`src/rtl/data_mem_loader_pkg.sv`:
```
// Shared definitions for the data-memory preload stage.
// Holds the default data and address widths, the derived memory depth, and
// the loader FSM state encoding.
package data_mem_loader_pkg;

  localparam int unsigned W_DEFAULT  = 8;
  localparam int unsigned AW_DEFAULT = 8;
  localparam int unsigned DEPTH      = 2 ** AW_DEFAULT;

  typedef enum logic [1:0] {
    ST_IDLE = 2'd0,
    ST_LOAD = 2'd1,
    ST_DONE = 2'd2
  } state_e;

endpackage

```
`src/rtl/data_mem_loader_if.sv`:
```
// Bus bundle for data_mem_loader.
// Groups the load control (start/base_addr/length), the upstream byte
// stream (in_valid/in_data/in_ready), the CPU load/store port, the memory
// write port and the status outputs (busy/done/checksum).
//   master : host/CPU side (drives control, stream and CPU port)
//   slave  : the loader (drives in_ready, memory port and status)
interface data_mem_loader_if
  import data_mem_loader_pkg::*;
#(
  parameter int unsigned W  = W_DEFAULT,
  parameter int unsigned AW = AW_DEFAULT
) ();

  logic          start;
  logic [AW-1:0] base_addr;
  logic [AW:0]   length;
  logic          in_valid;
  logic [W-1:0]  in_data;
  logic          in_ready;
  logic          cpu_we;
  logic [AW-1:0] cpu_addr;
  logic [W-1:0]  cpu_wdata;
  logic          mem_we;
  logic [AW-1:0] mem_addr;
  logic [W-1:0]  mem_wdata;
  logic          busy;
  logic          done;
  logic [W-1:0]  checksum;

  modport master (
    output start, base_addr, length, in_valid, in_data,
    output cpu_we, cpu_addr, cpu_wdata,
    input  in_ready, mem_we, mem_addr, mem_wdata, busy, done, checksum
  );

  modport slave (
    input  start, base_addr, length, in_valid, in_data,
    input  cpu_we, cpu_addr, cpu_wdata,
    output in_ready, mem_we, mem_addr, mem_wdata, busy, done, checksum
  );

endinterface

```
`src/rtl/data_mem_port_mux.sv`:
```
// Memory write-port select for the data-memory preload stage.
// When sel_loader_i is high the loader owns the port; otherwise the CPU
// load/store signals pass straight through. Purely combinational.
//   sel_loader_i            : loader owns the port
//   ld_we_i/ld_addr_i/ld_wdata_i    : loader write request
//   cpu_we_i/cpu_addr_i/cpu_wdata_i : CPU load/store request
//   mem_we_o/mem_addr_o/mem_wdata_o : to memory WriteEn/DataAddress/DataIn
module data_mem_port_mux
  import data_mem_loader_pkg::*;
#(
  parameter int unsigned W  = W_DEFAULT,
  parameter int unsigned AW = AW_DEFAULT
) (
  input  logic          sel_loader_i,
  input  logic          ld_we_i,
  input  logic [AW-1:0] ld_addr_i,
  input  logic [W-1:0]  ld_wdata_i,
  input  logic          cpu_we_i,
  input  logic [AW-1:0] cpu_addr_i,
  input  logic [W-1:0]  cpu_wdata_i,
  output logic          mem_we_o,
  output logic [AW-1:0] mem_addr_o,
  output logic [W-1:0]  mem_wdata_o
);

  assign mem_we_o    = sel_loader_i ? ld_we_i    : cpu_we_i;
  assign mem_addr_o  = sel_loader_i ? ld_addr_i  : cpu_addr_i;
  assign mem_wdata_o = sel_loader_i ? ld_wdata_i : cpu_wdata_i;

endmodule

```
`src/rtl/data_mem_loader.sv`:
```
// Preload stage upstream of the data memory.
// A start pulse latches base_addr/length; bytes accepted on the upstream
// valid/ready stream are written to consecutive (wrapping) addresses, one
// per cycle, while busy tells the CPU to stall. done pulses for one cycle at
// the end and checksum holds the mod-2**W sum of the accepted bytes.
//   clk, reset : clock, synchronous active-high reset
//   bus        : data_mem_loader_if slave (control, stream, CPU port,
//                memory port, busy/done/checksum)
module data_mem_loader
  import data_mem_loader_pkg::*;
#(
  parameter int unsigned W  = W_DEFAULT,
  parameter int unsigned AW = AW_DEFAULT
) (
  input  logic               clk,
  input  logic               reset,
  data_mem_loader_if.slave   bus
);

  state_e        state_q;
  logic [AW-1:0] base_q;
  logic [AW:0]   len_q;
  logic [AW:0]   count_q;
  logic [AW:0]   count_d;
  logic [W-1:0]  csum_q;
  logic [W-1:0]  csum_d;
  logic          in_ready_q;
  logic          busy_q;
  logic          done_q;

  logic          xfer;
  logic [AW-1:0] ld_addr;
  logic          mem_we;
  logic [AW-1:0] mem_addr;
  logic [W-1:0]  mem_wdata;

  // Reset is synchronous, so the FSM is still in LOAD during the reset cycle;
  // gating here keeps that cycle from writing memory.
  assign xfer    = bus.in_valid && in_ready_q && !reset;
  assign count_d = count_q + 1'b1;
  assign csum_d  = csum_q + bus.in_data;
  // Address arithmetic wraps naturally at AW bits.
  assign ld_addr = base_q + count_q[AW-1:0];

  always_ff @(posedge clk) begin
    if (reset) begin
      state_q    <= ST_IDLE;
      base_q     <= '0;
      len_q      <= '0;
      count_q    <= '0;
      csum_q     <= '0;
      in_ready_q <= 1'b0;
      busy_q     <= 1'b0;
      done_q     <= 1'b0;
    end else begin
      done_q <= 1'b0;
      unique case (state_q)
        ST_IDLE: begin
          if (bus.start) begin
            count_q <= '0;
            csum_q  <= '0;
            if (bus.length != '0) begin
              base_q     <= bus.base_addr;
              len_q      <= bus.length;
              state_q    <= ST_LOAD;
              in_ready_q <= 1'b1;
              busy_q     <= 1'b1;
            end else begin
              state_q <= ST_DONE;
              done_q  <= 1'b1;
            end
          end
        end
        ST_LOAD: begin
          if (xfer) begin
            count_q <= count_d;
            csum_q  <= csum_d;
            if (count_d == len_q) begin
              state_q    <= ST_DONE;
              in_ready_q <= 1'b0;
              busy_q     <= 1'b0;
              done_q     <= 1'b1;
            end
          end
        end
        ST_DONE: state_q <= ST_IDLE;
        default: state_q <= ST_IDLE;
      endcase
    end
  end

  // busy_q is high exactly in LOAD, so it doubles as the port-owner select.
  data_mem_port_mux #(
    .W  (W),
    .AW (AW)
  ) u_port_mux (
    .sel_loader_i (busy_q),
    .ld_we_i      (xfer),
    .ld_addr_i    (ld_addr),
    .ld_wdata_i   (bus.in_data),
    .cpu_we_i     (bus.cpu_we),
    .cpu_addr_i   (bus.cpu_addr),
    .cpu_wdata_i  (bus.cpu_wdata),
    .mem_we_o     (mem_we),
    .mem_addr_o   (mem_addr),
    .mem_wdata_o  (mem_wdata)
  );

  assign bus.mem_we    = mem_we;
  assign bus.mem_addr  = mem_addr;
  assign bus.mem_wdata = mem_wdata;
  assign bus.in_ready  = in_ready_q && !reset;
  assign bus.busy      = busy_q;
  assign bus.done      = done_q;
  assign bus.checksum  = csum_q;

endmodule

```
`src/flat_wrapper.sv`:
```
// flat-port wrapper written by rule: the top's interface ports become plain ports
module data_mem_loader_flat import data_mem_loader_pkg::*;
#(
  parameter int unsigned W  = W_DEFAULT,
  parameter int unsigned AW = AW_DEFAULT
)
  (clk, reset, bus_start, bus_base_addr, bus_length, bus_in_valid, bus_in_data, bus_cpu_we, bus_cpu_addr, bus_cpu_wdata, bus_in_ready, bus_mem_we, bus_mem_addr, bus_mem_wdata, bus_busy, bus_done, bus_checksum);
  data_mem_loader_if #(.W(W), .AW(AW)) bus_i ();
  input  logic clk;
  input  logic reset;
  input wire logic [$bits(bus_i.start)-1:0] bus_start;
  input wire logic [$bits(bus_i.base_addr)-1:0] bus_base_addr;
  input wire logic [$bits(bus_i.length)-1:0] bus_length;
  input wire logic [$bits(bus_i.in_valid)-1:0] bus_in_valid;
  input wire logic [$bits(bus_i.in_data)-1:0] bus_in_data;
  input wire logic [$bits(bus_i.cpu_we)-1:0] bus_cpu_we;
  input wire logic [$bits(bus_i.cpu_addr)-1:0] bus_cpu_addr;
  input wire logic [$bits(bus_i.cpu_wdata)-1:0] bus_cpu_wdata;
  output wire logic [$bits(bus_i.in_ready)-1:0] bus_in_ready;
  output wire logic [$bits(bus_i.mem_we)-1:0] bus_mem_we;
  output wire logic [$bits(bus_i.mem_addr)-1:0] bus_mem_addr;
  output wire logic [$bits(bus_i.mem_wdata)-1:0] bus_mem_wdata;
  output wire logic [$bits(bus_i.busy)-1:0] bus_busy;
  output wire logic [$bits(bus_i.done)-1:0] bus_done;
  output wire logic [$bits(bus_i.checksum)-1:0] bus_checksum;
  assign bus_i.start = bus_start;
  assign bus_i.base_addr = bus_base_addr;
  assign bus_i.length = bus_length;
  assign bus_i.in_valid = bus_in_valid;
  assign bus_i.in_data = bus_in_data;
  assign bus_i.cpu_we = bus_cpu_we;
  assign bus_i.cpu_addr = bus_cpu_addr;
  assign bus_i.cpu_wdata = bus_cpu_wdata;
  assign bus_in_ready = bus_i.in_ready;
  assign bus_mem_we = bus_i.mem_we;
  assign bus_mem_addr = bus_i.mem_addr;
  assign bus_mem_wdata = bus_i.mem_wdata;
  assign bus_busy = bus_i.busy;
  assign bus_done = bus_i.done;
  assign bus_checksum = bus_i.checksum;
  data_mem_loader #(.W(W), .AW(AW)) u_core (.clk(clk), .reset(reset), .bus(bus_i));
endmodule
```
`config.mk`:
```
export PLATFORM = sky130hd
export DESIGN_NAME = data_mem_loader_flat
export DESIGN_NICKNAME = d
export VERILOG_FILES = /design/src/rtl/data_mem_loader_pkg.sv /design/src/rtl/data_mem_loader_if.sv /design/src/rtl/data_mem_port_mux.sv /design/src/rtl/data_mem_loader.sv /design/src/flat_wrapper.sv
export SDC_FILE = /design/constraint.sdc
export NUM_CORES = 1
export LEC_CHECK = 0
export ABC_AREA = 1
export CAP_MARGIN = 20
export CORE_UTILIZATION = 49
export CTS_BUF_LIST = sky130_fd_sc_hd__clkbuf_8
export CTS_CLUSTER_SIZE = 28
export DETAILED_ROUTE_END_ITERATION = 8
export PLACE_DENSITY = 0.94
export SLEW_MARGIN = 20
export SYNTH_ARGS = -nofsm -noshare
export SYNTH_HDL_FRONTEND = slang
export SYNTH_SLANG_ARGS = --single-unit
```
`constraint.sdc`:
```
create_clock -name clk -period 2.7 [get_ports clk]
set_clock_uncertainty 0.1 [all_clocks]
set_input_delay 0.405 -clock clk [delete_from_list [all_inputs] [get_ports clk]]
set_output_delay 0.405 -clock clk [all_outputs]
set_load 0.01 [all_outputs]
```
Yosys cells after proc, flatten, opt, wreduce, memory -nomap -nowiden

Index checks and enable logic that the tools add are counted.

Register bits after elaboration: 38
Bits of input ports: 46
Output and inout bits: 28
Word-level logic and storage cells: 51

$add $sub $neg: 3
Equal/unequal tests: 6
Multiplexer cells: 24
Reductions and logical operators: 11

Operator list:

| cell                                                                     | count |
|---|---|
| 8-bit two-way mux                                                        | 4 |
| 9-bit two-way mux                                                        | 2 |
| 9-bit case mux with 2 select lines                                       | 1 |
| 8-bit adder                                                              | 2 |
| 8-bit case mux with 2 select lines                                       | 1 |
| 9-bit by 1-bit adder with 9-bit output (second input constant)           | 1 |
| 9-bit == test                                                            | 1 |
| 1-bit two-way mux                                                        | 9 |
| 3-bit AND reduction                                                      | 3 |
| 9-bit nonzero test                                                       | 1 |
| 2-bit two-way mux                                                        | 4 |
| 5-bit AND reduction                                                      | 1 |
| 2-bit by 1-bit inequality test with 1-bit output (second input constant) | 2 |
| 2-bit inequality test (second input constant)                            | 2 |
| 1-bit case mux with 2 select lines                                       | 2 |
| 2-bit case mux with 2 select lines                                       | 1 |
| 1-bit logical AND                                                        | 3 |
| 2-bit by 1-bit == test with 1-bit output (second input constant)         | 1 |
| 2-bit zero test                                                          | 1 |
| 2-bit nonzero test                                                       | 1 |
| 1-bit zero test                                                          | 1 |

Depth between registers and ports, before layout

Gate-level depths: netlist of the first run.

Depth in word-level cells: 5
Depth in mapped cells: 12
Gate-level depth less buffers: 12

Cells and area by module

From an unflattened synthesis of the first run, not the netlist that was laid out.

Cell total of the unflattened synthesis: 391
Area, all modules: 2581.2 µm²

By module, submodules not included:

| module            | instances | cells an instance | area an instance (µm²) | seq. area each (µm²) |
|---|---|---|---|---|
| data_mem_loader   | 1         | 336               | 2326.0                 | 760.7 |
| data_mem_port_mux | 1         | 55                | 255.2                  | 0.0 |

Worst setup path before layout of the first run

OpenSTA, ideal clock, no wires.

Path kind: register to output
Start point: register u_core.count_q[0]
End point: output bus_mem_addr[6]
Data arrival time: 1.766 ns
Data required time: 2.195 ns
Setup slack: 0.429 ns
Cell stages (with the launch flop): 12
Path buffers: 0
Cell sequence: dfxtp_1 ha_1 inv_1 fa_1 inv_1 nand3_1 nand2_1 nand2_1 nand2_1 a21oi_1 xor2_1 o21ai_0

Word-level cells in the longest chain between the ends: 2

RTL lines:

| element                | RTL line                | source |
|---|---|---|
| start, declared        | data_mem_loader.sv:23   | `logic [AW:0] count_q;` |
| start signal, assigned | data_mem_loader.sv:76   | `count_q <= count_d;` |
| 8-bit adder            | data_mem_loader.sv:43   | `assign ld_addr = base_q + count_q[AW-1:0];` |
| 8-bit two-way mux      | data_mem_port_mux.sv:27 | `assign mem_addr_o = sel_loader_i ? ld_addr_i : cpu_addr_i;` |
| end, declared          | flat_wrapper.sv:21      | `output wire logic [$bits(bus_i.mem_addr)-1:0] bus_mem_addr;` |

Every way passes these cells.

Worst setup path in the final report of the first run

Start point: register u_core.count_q[1]
End point: output bus_mem_addr[5]

Same word-level chain as after synthesis.

==> flow_results.xml, run 1 <==
<?xml version="1.0" encoding="UTF-8"?>
<metrics>
  <group name="synthesis">
    <metric name="synth_top_area_cell" unit="">dfxtp_1</metric>
    <metric name="ys_types" unit="">31</metric>
    <metric name="post-synth-top-area-fraction" unit="">0.306</metric>
    <metric name="synthXorXnorAreaFrac" unit="">0.0246</metric>
    <metric name="yosys_most_used_dff" unit="">dfxtp_1</metric>
    <metric name="synth.avg_cell_area" unit="um2">6.55</metric>
    <metric name="synth_compound_area_frac" unit="">0.176</metric>
    <metric name="cell_area_after_synthesis" unit="um2">2490</metric>
    <metric name="postSynthCellCount" unit="">380</metric>
    <metric name="warnings_from_yosys" unit="">0</metric>
    <metric name="synthSimpleGateAreaFrac" unit="">0.331</metric>
    <metric name="synth_fp_nets" unit="">443</metric>
    <metric name="yosys.area_share.adder" unit="">0.0915</metric>
    <metric name="synth_top_family_by_area" unit="">simple AND/OR/NAND/NOR gates</metric>
    <metric name="synth_async_sr_flop_share" unit="">0</metric>
    <metric name="synth-edff-count" unit="">0</metric>
    <metric name="ys_ff_latch" unit="">38</metric>
    <metric name="synth.area.top_cells" unit="">dfxtp_1, nand2_1, a21oi_1, ha_1, o21ai_0</metric>
    <metric name="yosys-mux-area-fraction" unit="">0</metric>
    <metric name="seq_area_frac_synth" unit="">0.306</metric>
  </group>
  <group name="place">
    <metric name="placement.setup.worst_slack" unit="ns">0.0190</metric>
    <metric name="dpl-instance-area" unit="um2">3320</metric>
    <metric name="finalWeightedCongestion" unit="">0.897</metric>
    <metric name="io_buffers" unit="">73</metric>
    <metric name="dp_hpwl" unit="mm">5.29</metric>
    <metric name="placedCellCount" unit="">518</metric>
  </group>
  <group name="floorplanning">
    <metric name="row_count" unit="">25</metric>
    <metric name="io_pins" unit="">74</metric>
    <metric name="floorplan.die_area" unit="um2">5370</metric>
    <metric name="core" unit="um2">4820</metric>
    <metric name="initial_core_util" unit="">0.516</metric>
    <metric name="die_height" unit="um">73.3</metric>
    <metric name="die_x" unit="um">73.3</metric>
  </group>
  <group name="detailed_routing">
    <metric name="routed_wirelength" unit="mm">7.33</metric>
    <metric name="wl_per_cell" unit="um">13.9</metric>
    <metric name="detail_route.drc_violations" unit="">0</metric>
    <metric name="route.top_layer_used" unit="">met4</metric>
    <metric name="detail_route.iter0.violations" unit="">232</metric>
    <metric name="route.met2.wl" unit="mm">3.56</metric>
    <metric name="num_vias" unit="">2946</metric>
    <metric name="first_pass_detailed_route_iteration_total" unit="">7</metric>
    <metric name="met1_length" unit="mm">2.86</metric>
    <metric name="wl_met3" unit="um">655</metric>
    <metric name="final_antenna_net_count" unit="">0</metric>
    <metric name="drt-vias-per-instance" unit="">5.60</metric>
  </group>
  <group name="clocking">
    <metric name="clock_insertion_delay_worst_skew" unit="ns">0.30</metric>
    <metric name="ctsHtreeMaxLevel" unit="">2</metric>
    <metric name="cts_max_path_buffers" unit="">2</metric>
    <metric name="tritoncts.num_buffers" unit="">5</metric>
    <metric name="clkSinkCount" unit="">38</metric>
    <metric name="clkSlewWorstSetupHoldPaths" unit="ns">0.08</metric>
    <metric name="cts_tree" unit="">done</metric>
    <metric name="root_buffer" unit="">clkbuf_8</metric>
    <metric name="post_cts_hold_buffer_count" unit="">0</metric>
  </group>
  <group name="global_route">
    <metric name="first_global_vias" unit="">2749</metric>
    <metric name="initial_antenna_violation_count" unit="">0</metric>
    <metric name="global_route.usage.total" unit="">0.285</metric>
    <metric name="grt_max_degree" unit="">23</metric>
    <metric name="grt_overflow_total" unit="">0</metric>
    <metric name="grt_first_pass_wirelength" unit="mm">11.8</metric>
  </group>
  <group name="power_and_ir_drop">
    <metric name="p_per_area" unit="nW/um2">475</metric>
    <metric name="total_switching_power" unit="W">0.000464</metric>
    <metric name="sw_frac_of_total" unit="">0.278</metric>
    <metric name="vdd.ir_drop.worst" unit="uV">315</metric>
    <metric name="leakagePower" unit="nW">1.53</metric>
    <metric name="internal-power" unit="W">0.00120</metric>
    <metric name="sequentialPowerShare" unit="">0.372</metric>
    <metric name="clock_power_share" unit="">0.364</metric>
    <metric name="power.share.combinational" unit="">0.264</metric>
  </group>
  <group name="timing">
    <metric name="max_freq" unit="MHz">383</metric>
    <metric name="final.min_clock_period" unit="ns">2.61</metric>
    <metric name="fin_hold_ws" unit="ns">0.386</metric>
    <metric name="timing.final.hold_violations" unit="">0</metric>
    <metric name="tightest_slew" unit="ns">0.666</metric>
    <metric name="timing.max_slew.rel_slack" unit="">0.556</metric>
    <metric name="slew_violations" unit="">0</metric>
    <metric name="finalWorstSetupSlack" unit="ns">0.0880</metric>
    <metric name="unrepaired_setup_endpoints_after_global_routing" unit="">true</metric>
    <metric name="setup_viol_count_final" unit="">0</metric>
    <metric name="fin_crit_sh" unit="">0.967</metric>
  </group>
  <group name="setup_path">
    <metric name="setup.worst_path.start_class" unit="">flop</metric>
    <metric name="timing.critical_path.to_type" unit="">output port</metric>
    <metric name="crit_path_class" unit="">reg2out</metric>
    <metric name="worst_ep_required_time" unit="ns">2.19</metric>
    <metric name="worstPathMaxFanout" unit="">5</metric>
    <metric name="worst_r2r_path_depth" unit="">10</metric>
    <metric name="crit_arrival" unit="ns">2.11</metric>
    <metric name="worst_setup_path_startpoint" unit="">u_core.count_q[1]</metric>
    <metric name="reg2reg_from" unit="">u_core.bus.checksum[0]</metric>
  </group>
  <group name="final_layout">
    <metric name="finalInstanceArea" unit="um2">3510</metric>
    <metric name="final_core_utilization" unit="">0.728</metric>
    <metric name="final_cell_count_no_fill" unit="">526</metric>
    <metric name="drive_above_1_share" unit="">0.0980</metric>
    <metric name="design.final.nets" unit="">521</metric>
    <metric name="layout_area_overhead" unit="%">41.0</metric>
    <metric name="layout.area.seq" unit="um2">766</metric>
    <metric name="layout.filler_cells" unit="">370</metric>
    <metric name="multiInputGateArea" unit="um2">1600</metric>
    <metric name="num_antenna_cells" unit="">0</metric>
  </group>
  <group name="min_path">
    <metric name="holdPathStages" unit="">2</metric>
    <metric name="worst_hold_startpoint" unit="">u_core.count_q[8]</metric>
    <metric name="hold_path_class" unit="">reg2reg</metric>
  </group>
  <group name="job">
    <metric name="max_cap_violations" unit="">0</metric>
  </group>
  <group name="run_status">
    <metric name="run_status" unit="">finished, final reports clean</metric>
  </group>
</metrics>
==> cell usage after synthesis, types with 2 or more instances <==
| cell | number |
|---|---|
| nor2_4 | 2 |
| dfxtp_1 | 38 |
| nor2_2 | 4 |
| xor2_1 | 4 |
| xnor2_1 | 3 |
| nand4_1 | 6 |
| ha_1 | 15 |
| buf_2 | 4 |
| fa_1 | 2 |
| a21oi_1 | 41 |
| a211oi_1 | 2 |
| inv_1 | 32 |
| inv_2 | 3 |
| o21ai_0 | 31 |
| nand2_2 | 4 |
| clkbuf_1 | 6 |
| o21ai_1 | 4 |
| nand3_2 | 2 |
| nand2_1 | 105 |
| nand3_1 | 29 |
| nor2_1 | 33 |
==> flip-flops by register name, summed over array words and instances, names as in the netlist <==
register / flops
u_core.bus.done: 1
u_core.len_q: 9
u_core.in_ready_q: 1
u_core.bus.checksum: 8
u_core.base_q: 8
u_core.count_q: 9
u_core.state_q: 2
==> power by group through the flow <==
stage          Combinational [W]  Sequential, W  Clock [W]
2_1_floorplan           0.000212       0.000630          0
3_3_place_gp            0.000412       0.000625          0
3_5_place_dp            0.000429       0.000627          0
4_1_cts                 0.000429       0.000614   0.000606
5_1_grt                 0.000485       0.000622   0.000625
6_report                0.000440       0.000619   0.000605
==> what timing repair did <==
item                       CTS  global route
pin swaps                    0             1
resized for setup            7            14
buffers inserted             0             0
setup endpoints to repair    4             4
==> stage by stage <==
stage / power, W / TNS [ns]
after detailed placement: 0.00106 / 0
after global routing: 0.00173 / -0.0175
after global placement: 0.00104 / 0
after CTS: 0.00165 / -0.00654
after floorplan: 0.000842 / 0
final: 0.00166 / 0
==> area by class of cell <==
class	count	share of cell area
Tap cell	67	0.0239
Clock buffer	6	0.0235
Timing Repair Buffer	81	0.223
Inverter	36	0.0385
Multi-Input combinational cell	296	0.456
Sequential cell	38	0.218
Clock inverter	2	0.0171
==> routing by layer <==
layer  GRT usage  vias up
met2       0.509      181
met4       0.150        0
met3      0.0439       32
met1       0.327     1322
li1            -     1411
met5           0        -
==> kinds of logic (layout without fill, tap and decap cells) <==
group	after synthesis	after routing
XOR/XNOR	7	7
flip-flops	38	38
AND/OR/NAND/NOR	189	189
adder cells (fa/ha/maj)	17	17
buffers and inverters	46	125
AO/OA/AOI/OAI	83	83
==> critical path, cell delays in order, from the launching register on <==
cell           delay (ns)
dfxtp_1              0.32
buf_4                0.16
ha_4                 0.16
a21oi_2              0.15
nand2_2              0.09
nand2_1              0.09
nand2_1              0.06
nand2_1              0.05
nand2_1              0.06
or2_2                0.27
nand3_1              0.07
nand2_1              0.05
dlygate4sd2_1        0.28
==> layout by cell type (no fill, tap or decap) <==
cell type	count
nand4_1	6
o21a_1	1
inv_2	3
clkbuf_8	6
nor2_1	33
buf_2	1
a21o_1	1
dfxtp_1	34
nand3b_1	1
nand3_1	28
clkinv_1	1
dfxtp_2	4
dlygate4sd2_1	3
xor2_1	4
nand2_2	5
bufinv_16	2
ha_1	12
ha_4	3
and3_1	1
o21bai_2	1
clkdlybuf4s50_1	69
o21ai_1	6
o21ai_0	29
buf_4	8
o31ai_1	1
o21bai_1	1
nand2_1	104
nor3_2	1
a211oi_1	2
or2_2	1
a21oi_1	40
xnor2_1	3
nand3_2	3
fa_1	2
a21oi_2	1
nor2_2	4
inv_1	32
nor2_4	2
==> worst paths after layout <==
check,to,slack [ns]
setup reg to reg,u_core.bus.checksum[6],0.73
hold / removal,u_core.count_q[8],0.39
hold reg to reg,u_core.count_q[8],0.39
setup / recovery,bus_mem_addr[5],0.09
(Power assumes the default switching activity.)
==> run 2, diff against run 1 <==
GPL_ROUTABILITY_DRIVEN = 0   (was not set)
==> results of run 2 <==
Final layout, timing and power as in run 1 (identical DEF).
==> variant 1: new RTL, settings of run 2 <==
The package constant `AW_DEFAULT` goes from 8 to 6.
--- a/src/rtl/data_mem_loader_pkg.sv
+++ b/src/rtl/data_mem_loader_pkg.sv
@@ -4,7 +4,7 @@
 package data_mem_loader_pkg;
 
   localparam int unsigned W_DEFAULT  = 8;
-  localparam int unsigned AW_DEFAULT = 8;
+  localparam int unsigned AW_DEFAULT = 6;
   localparam int unsigned DEPTH      = 2 ** AW_DEFAULT;
 
   typedef enum logic [1:0] {
Interface: changed (resized bus_base_addr, bus_cpu_addr, bus_length and bus_mem_addr); port bits go from 74 to 66. No check against the original RTL was run, so the function may have changed too.
==> variant 1 against run 2 <==
- global-route usage fell by 1.1 points
- sequential power fell by 13%
- count of clock-buffer cells in the layout rose by 1
- worst hold slack got worse by 11 ps
- core utilization fell by 0.93 points
- routed wire length fell by 19%
- clock power fell by 34%
- design area fell by 16%
- synthesized area fell by 13%
- setup slack improved by 98 ps
- sequential cell count fell by 6
- total power fell by 11%
- critical path depth fell by 7
- critical path type unchanged
==> variant 1: results (changes against run 2) <==
The met1 routing resource usage after global routing was 29.9% (-2.8 points); the synthesized netlist net count was 375 (-15%). The tools report the beginning of the worst hold path as u_core.len_q[5]. The logs give 438 (-17%) for the post-route non-filler standard cell count and 22 (-4.3%) for the maximum number of pins on one net before global-route repair. The worst hold path terminates at u_core.len_q[5]. The met1 wire length was 2.48 mm (-13%); the area taken by multi-input logic gates was 1350 um^2 (-16%). The routing usage on met2 was 50.2% (-0.68 points); the arrival time of data at the critical path endpoint was 2010 ps (-100 ps).

Non-clock buffer area fraction after layout: 23.8% (+1.5 points). The maximum net fanout on the critical path was 2 (-3). The average instance area after synthesis was 6.74 um^2 (+3.0%).

Layout filler cell count: 329 (-11%). The flow ran to the end, and the final reports show no timing, DRC or antenna violations. The clock buffer and inverter area fraction after layout was 3.26% (-0.81 points).

The flip-flop and latch share of the layout cell area was 21.7% (-0.18 points); the half-perimeter wire length of the detailed placement result was 4.40 mm (-17%). Transition time at the pin with the least slew margin: 513 ps (-153 ps). The tools report the clock share of power as 27.1% (-9.3 points).

The run gives 27.4% (-1.1 points) as the overall fraction of global-route tracks in use. Met2 wire length: 3.03 mm (-15%). The count of buffers inserted at the top-level ports came out at 65 (-11%). The post-synthesis share of cell area spent on full adders, half adders and majority gates came out at 9.40% (+0.24 points).

Cell with the largest stage delay on the worst path: sky130_fd_sc_hd__clkdlybuf4s50_1. The sequential-to-total area share from yosys stat was 29.7% (-0.89 points); the via count of the first global-routing pass was 2212 (-20%). The non-clock inverter total of the final layout was 29 (-19%). The number of storage elements in the synthesis netlist is 32 (-16%), and the delay contributed by the slowest stage of the critical path is 550 ps (+230 ps). Ranked by instance count, the synthesized netlist is headed by sky130_fd_sc_hd__nand2_1, sky130_fd_sc_hd__dfxtp_1, sky130_fd_sc_hd__a21oi_1, sky130_fd_sc_hd__nand3_1, sky130_fd_sc_hd__inv_1. The post-synthesis share of cell area spent on xor and xnor gates was 2.03% (-0.43 points). The routed length per placed instance was 13.6 um (-2.7%).
variant 1: cell types whose count changed in the layout (fill, tap and decap cells not counted), sizes merged, moves of 2 or more:
| cell | change |
|---|---|
| dfxtp | -6 |
| nor2 | -10 |
| or2 | +4 |
| o21ai | -13 |
| bufinv | -2 |
| clkdlybuf4s50 | -7 |
| nand2 | -7 |
| ha | -2 |
| a21oi | -9 |
| inv | -6 |
| nand4 | -4 |
| buf | -2 |
| nand3 | -3 |
variant 1: through the flow:
step | power [mW] | utilization, % | worst slack (ps) | hold slack (ps) | instance area (um^2)
2_1_floorplan | 0.858 | - | 689 | 343 | 2160
3_3_place_gp | 1.07 | 69.5 | 319 | 363 | 2860
3_5_place_dp | 1.09 | 69.5 | 281 | 368 | 2860
4_1_cts | 1.48 | 71.8 | 107 | 378 | 2960
5_1_grt | 1.57 | 71.9 | 39.7 | 405 | 2960
6_report | 1.48 | 71.9 | 186 | 374 | 2960
==> variant 2: new RTL, flow settings as in run 2 <==
Without the edit above. The 3 states of `state_e` get a one-hot encoding in 3 bits.
--- a/src/rtl/data_mem_loader_pkg.sv
+++ b/src/rtl/data_mem_loader_pkg.sv
@@ -7,10 +7,10 @@
   localparam int unsigned AW_DEFAULT = 8;
   localparam int unsigned DEPTH      = 2 ** AW_DEFAULT;
 
-  typedef enum logic [1:0] {
-    ST_IDLE = 2'd0,
-    ST_LOAD = 2'd1,
-    ST_DONE = 2'd2
+  typedef enum logic [2:0] {
+    ST_IDLE = 3'b001,
+    ST_LOAD = 3'b010,
+    ST_DONE = 3'b100
   } state_e;
 
 endpackage
Behaviour: same outputs for any inputs over 10 cycles, from zero or initial values and one cycle with reset high; not proved beyond that.
==> variant 2 against run 2 <==
- routed wire length down 2.4%
- total power down 11%
- first-iteration DRC count up 17%
- design area down 0.46%
- synthesized area up 2.5%
- the run now ends with negative setup slack left
- setup slack worse by 150 ps
- sequential cell count up 1
- global-route usage down 1.2 points
==> variant 2: results (changes against run 2) <==
The cell with the largest stage delay on the worst path was sky130_fd_sc_hd__clkdlybuf4s50_1. The hold slack is 355 ps (-31.1 ps). Worst-case reg-to-reg path depth: 12 (+2). For the met1 wire length, the log shows 2.92 mm (+2.2%). For the first-pass GRT wire length, the log shows 11.6 mm (-1.8%).

The root buffer cell chosen for the clock tree is sky130_fd_sc_hd__clkbuf_8. Final setup violation count: 1 (+1). The final reports fail on negative setup slack.

The synthesized netlist net count is 453 (+2.3%). The flip-flop and latch area is 783 um^2 (+2.3%), and the arrival time of data at the critical path endpoint is 2250 ps (+140 ps). Layout filler cell count: 399 (+7.8%). For the number of optimization iterations in the first detailed-route pass, the log shows 6 (-1). The logs give -58.5 ps (-146 ps) for the post-layout worst setup margin and 321 uV (+2.0%) for the maximum ir drop on the vdd rail. The tools report the cell leakage power as 1.51 nW (-1.1%).

The met1 routing resource usage after global routing was 34.1% (+1.4 points). The number of distinct library cells after synthesis was 30 (-3.2%). Count of warnings emitted by yosys: 0 (unchanged). The total negative slack for setup checks came out at -58.5 ps (-58.5 ps).

The flow ran to the end, but the final reports show violations. The routed length per placed instance was 13.4 um (-4.2%); the routing usage on met2 was 47.1% (-3.9 points). The run gives 30.6 ps (+11.6 ps) as the post-place setup slack. For the overall fraction of global-route tracks in use, the log shows 27.3% (-1.2 points). The logs give 300 ps (about the same) for the clock network latency to the later pin of the worst-skew pair and 560 ps (-170 ps) for the setup slack on the worst flop-to-flop path. The beginning of the worst hold path is u_core.base_q[0].

The global routing usage on met3 is 4.34% (-0.054 points), and the delay contributed by the slowest stage of the critical path is 600 ps (+280 ps). Count of routing violations after the opening detailed-route iteration: 272 (+17%). The post-synthesis cell count is 390 (+2.6%), and the instance area at placement is 3380 um^2 (+1.8%). The share of cells above drive strength 1 is 8.96% (-0.85 points). Counting instances in the post-synthesis netlist gives the leading cell types as sky130_fd_sc_hd__nand2_1, sky130_fd_sc_hd__a21oi_1, sky130_fd_sc_hd__inv_1, sky130_fd_sc_hd__dfxtp_1, sky130_fd_sc_hd__nand3_1.

The sequential-to-total area share from yosys stat was 30.6% (+0.035 points). Transition time at the pin with the least slew margin: 427 ps (-239 ps). For the met2 wire length, the log shows 3.54 mm (-0.70%). Ranked by total cell area, the synthesized netlist is headed by sky130_fd_sc_hd__dfxtp_1, sky130_fd_sc_hd__nand2_1, sky130_fd_sc_hd__a21oi_1, sky130_fd_sc_hd__ha_1, sky130_fd_sc_hd__nand3_1. The via count of the first global-routing pass is 2671 (-2.8%), and the maximum net fanout on the critical path is 6 (+1). The detailed-route wire length is 7.16 mm (-2.4%). For the met3 routed wirelength, the log shows 579 um (-12%).
-- variant 2: power by group --
part / switching (mW) / internal [mW] / total, mW
clock: 0.207 / 0.229 / 0.436
combinational: 0.214 / 0.195 / 0.409
sequential: 0.0209 / 0.608 / 0.629
total: 0.442 / 1.03 / 1.47
-- variant 2: worst max path at each step --
| stage | to | slack (ps) | cells after the start |
|---|---|---|---|
| after floorplan | bus_mem_addr[6] | 430 | 11 |
| after global placement | bus_mem_addr[6] | 60 | 12 |
| after detailed placement | bus_mem_addr[6] | 30 | 12 |
| after CTS | bus_mem_addr[6] | 10 | 12 |
| after global routing | bus_mem_addr[3] | -130 | 8 |
| final | bus_mem_addr[3] | -60 | 8 |
-- variant 2: final cells by class --
type / count / share of cell area, %
Timing Repair Buffer: 82 / 22.5
Inverter: 48 / 5.16
Clock inverter: 1 / 0.108
Tap cell: 67 / 2.40
Clock buffer: 7 / 2.76
Multi-Input combinational cell: 292 / 44.6
Sequential cell: 39 / 22.4
-- variant 2: logic make-up (layout without fill, tap and decap cells) --
kind of cell,count (synthesis),after routing,share of synthesized area (%)
AOI/OAI and AO/OA,84,84,17.3
xor gates and xnor gates,7,7,2.40
adders and majority gates,17,17,8.93
buffers and inverters,59,138,9.08
DFF,39,39,30.6
and+or+nand+nor,184,184,31.6
-- variant 2: timing repair --
action | in CTS | in global routing
endpoints found under the setup margin | 4 | 3
buffers inserted | 0 | 0
pin swaps | 0 | 1
resized for setup | 7 | 10
-- variant 2: critical path, delay by kind of cell, from the launching register on --
kind            cells  cell delay, ps
buf+inv             2             750
fa+ha+maj           1             290
simple gates        4             320
flops               1             310
compound gates      1             280
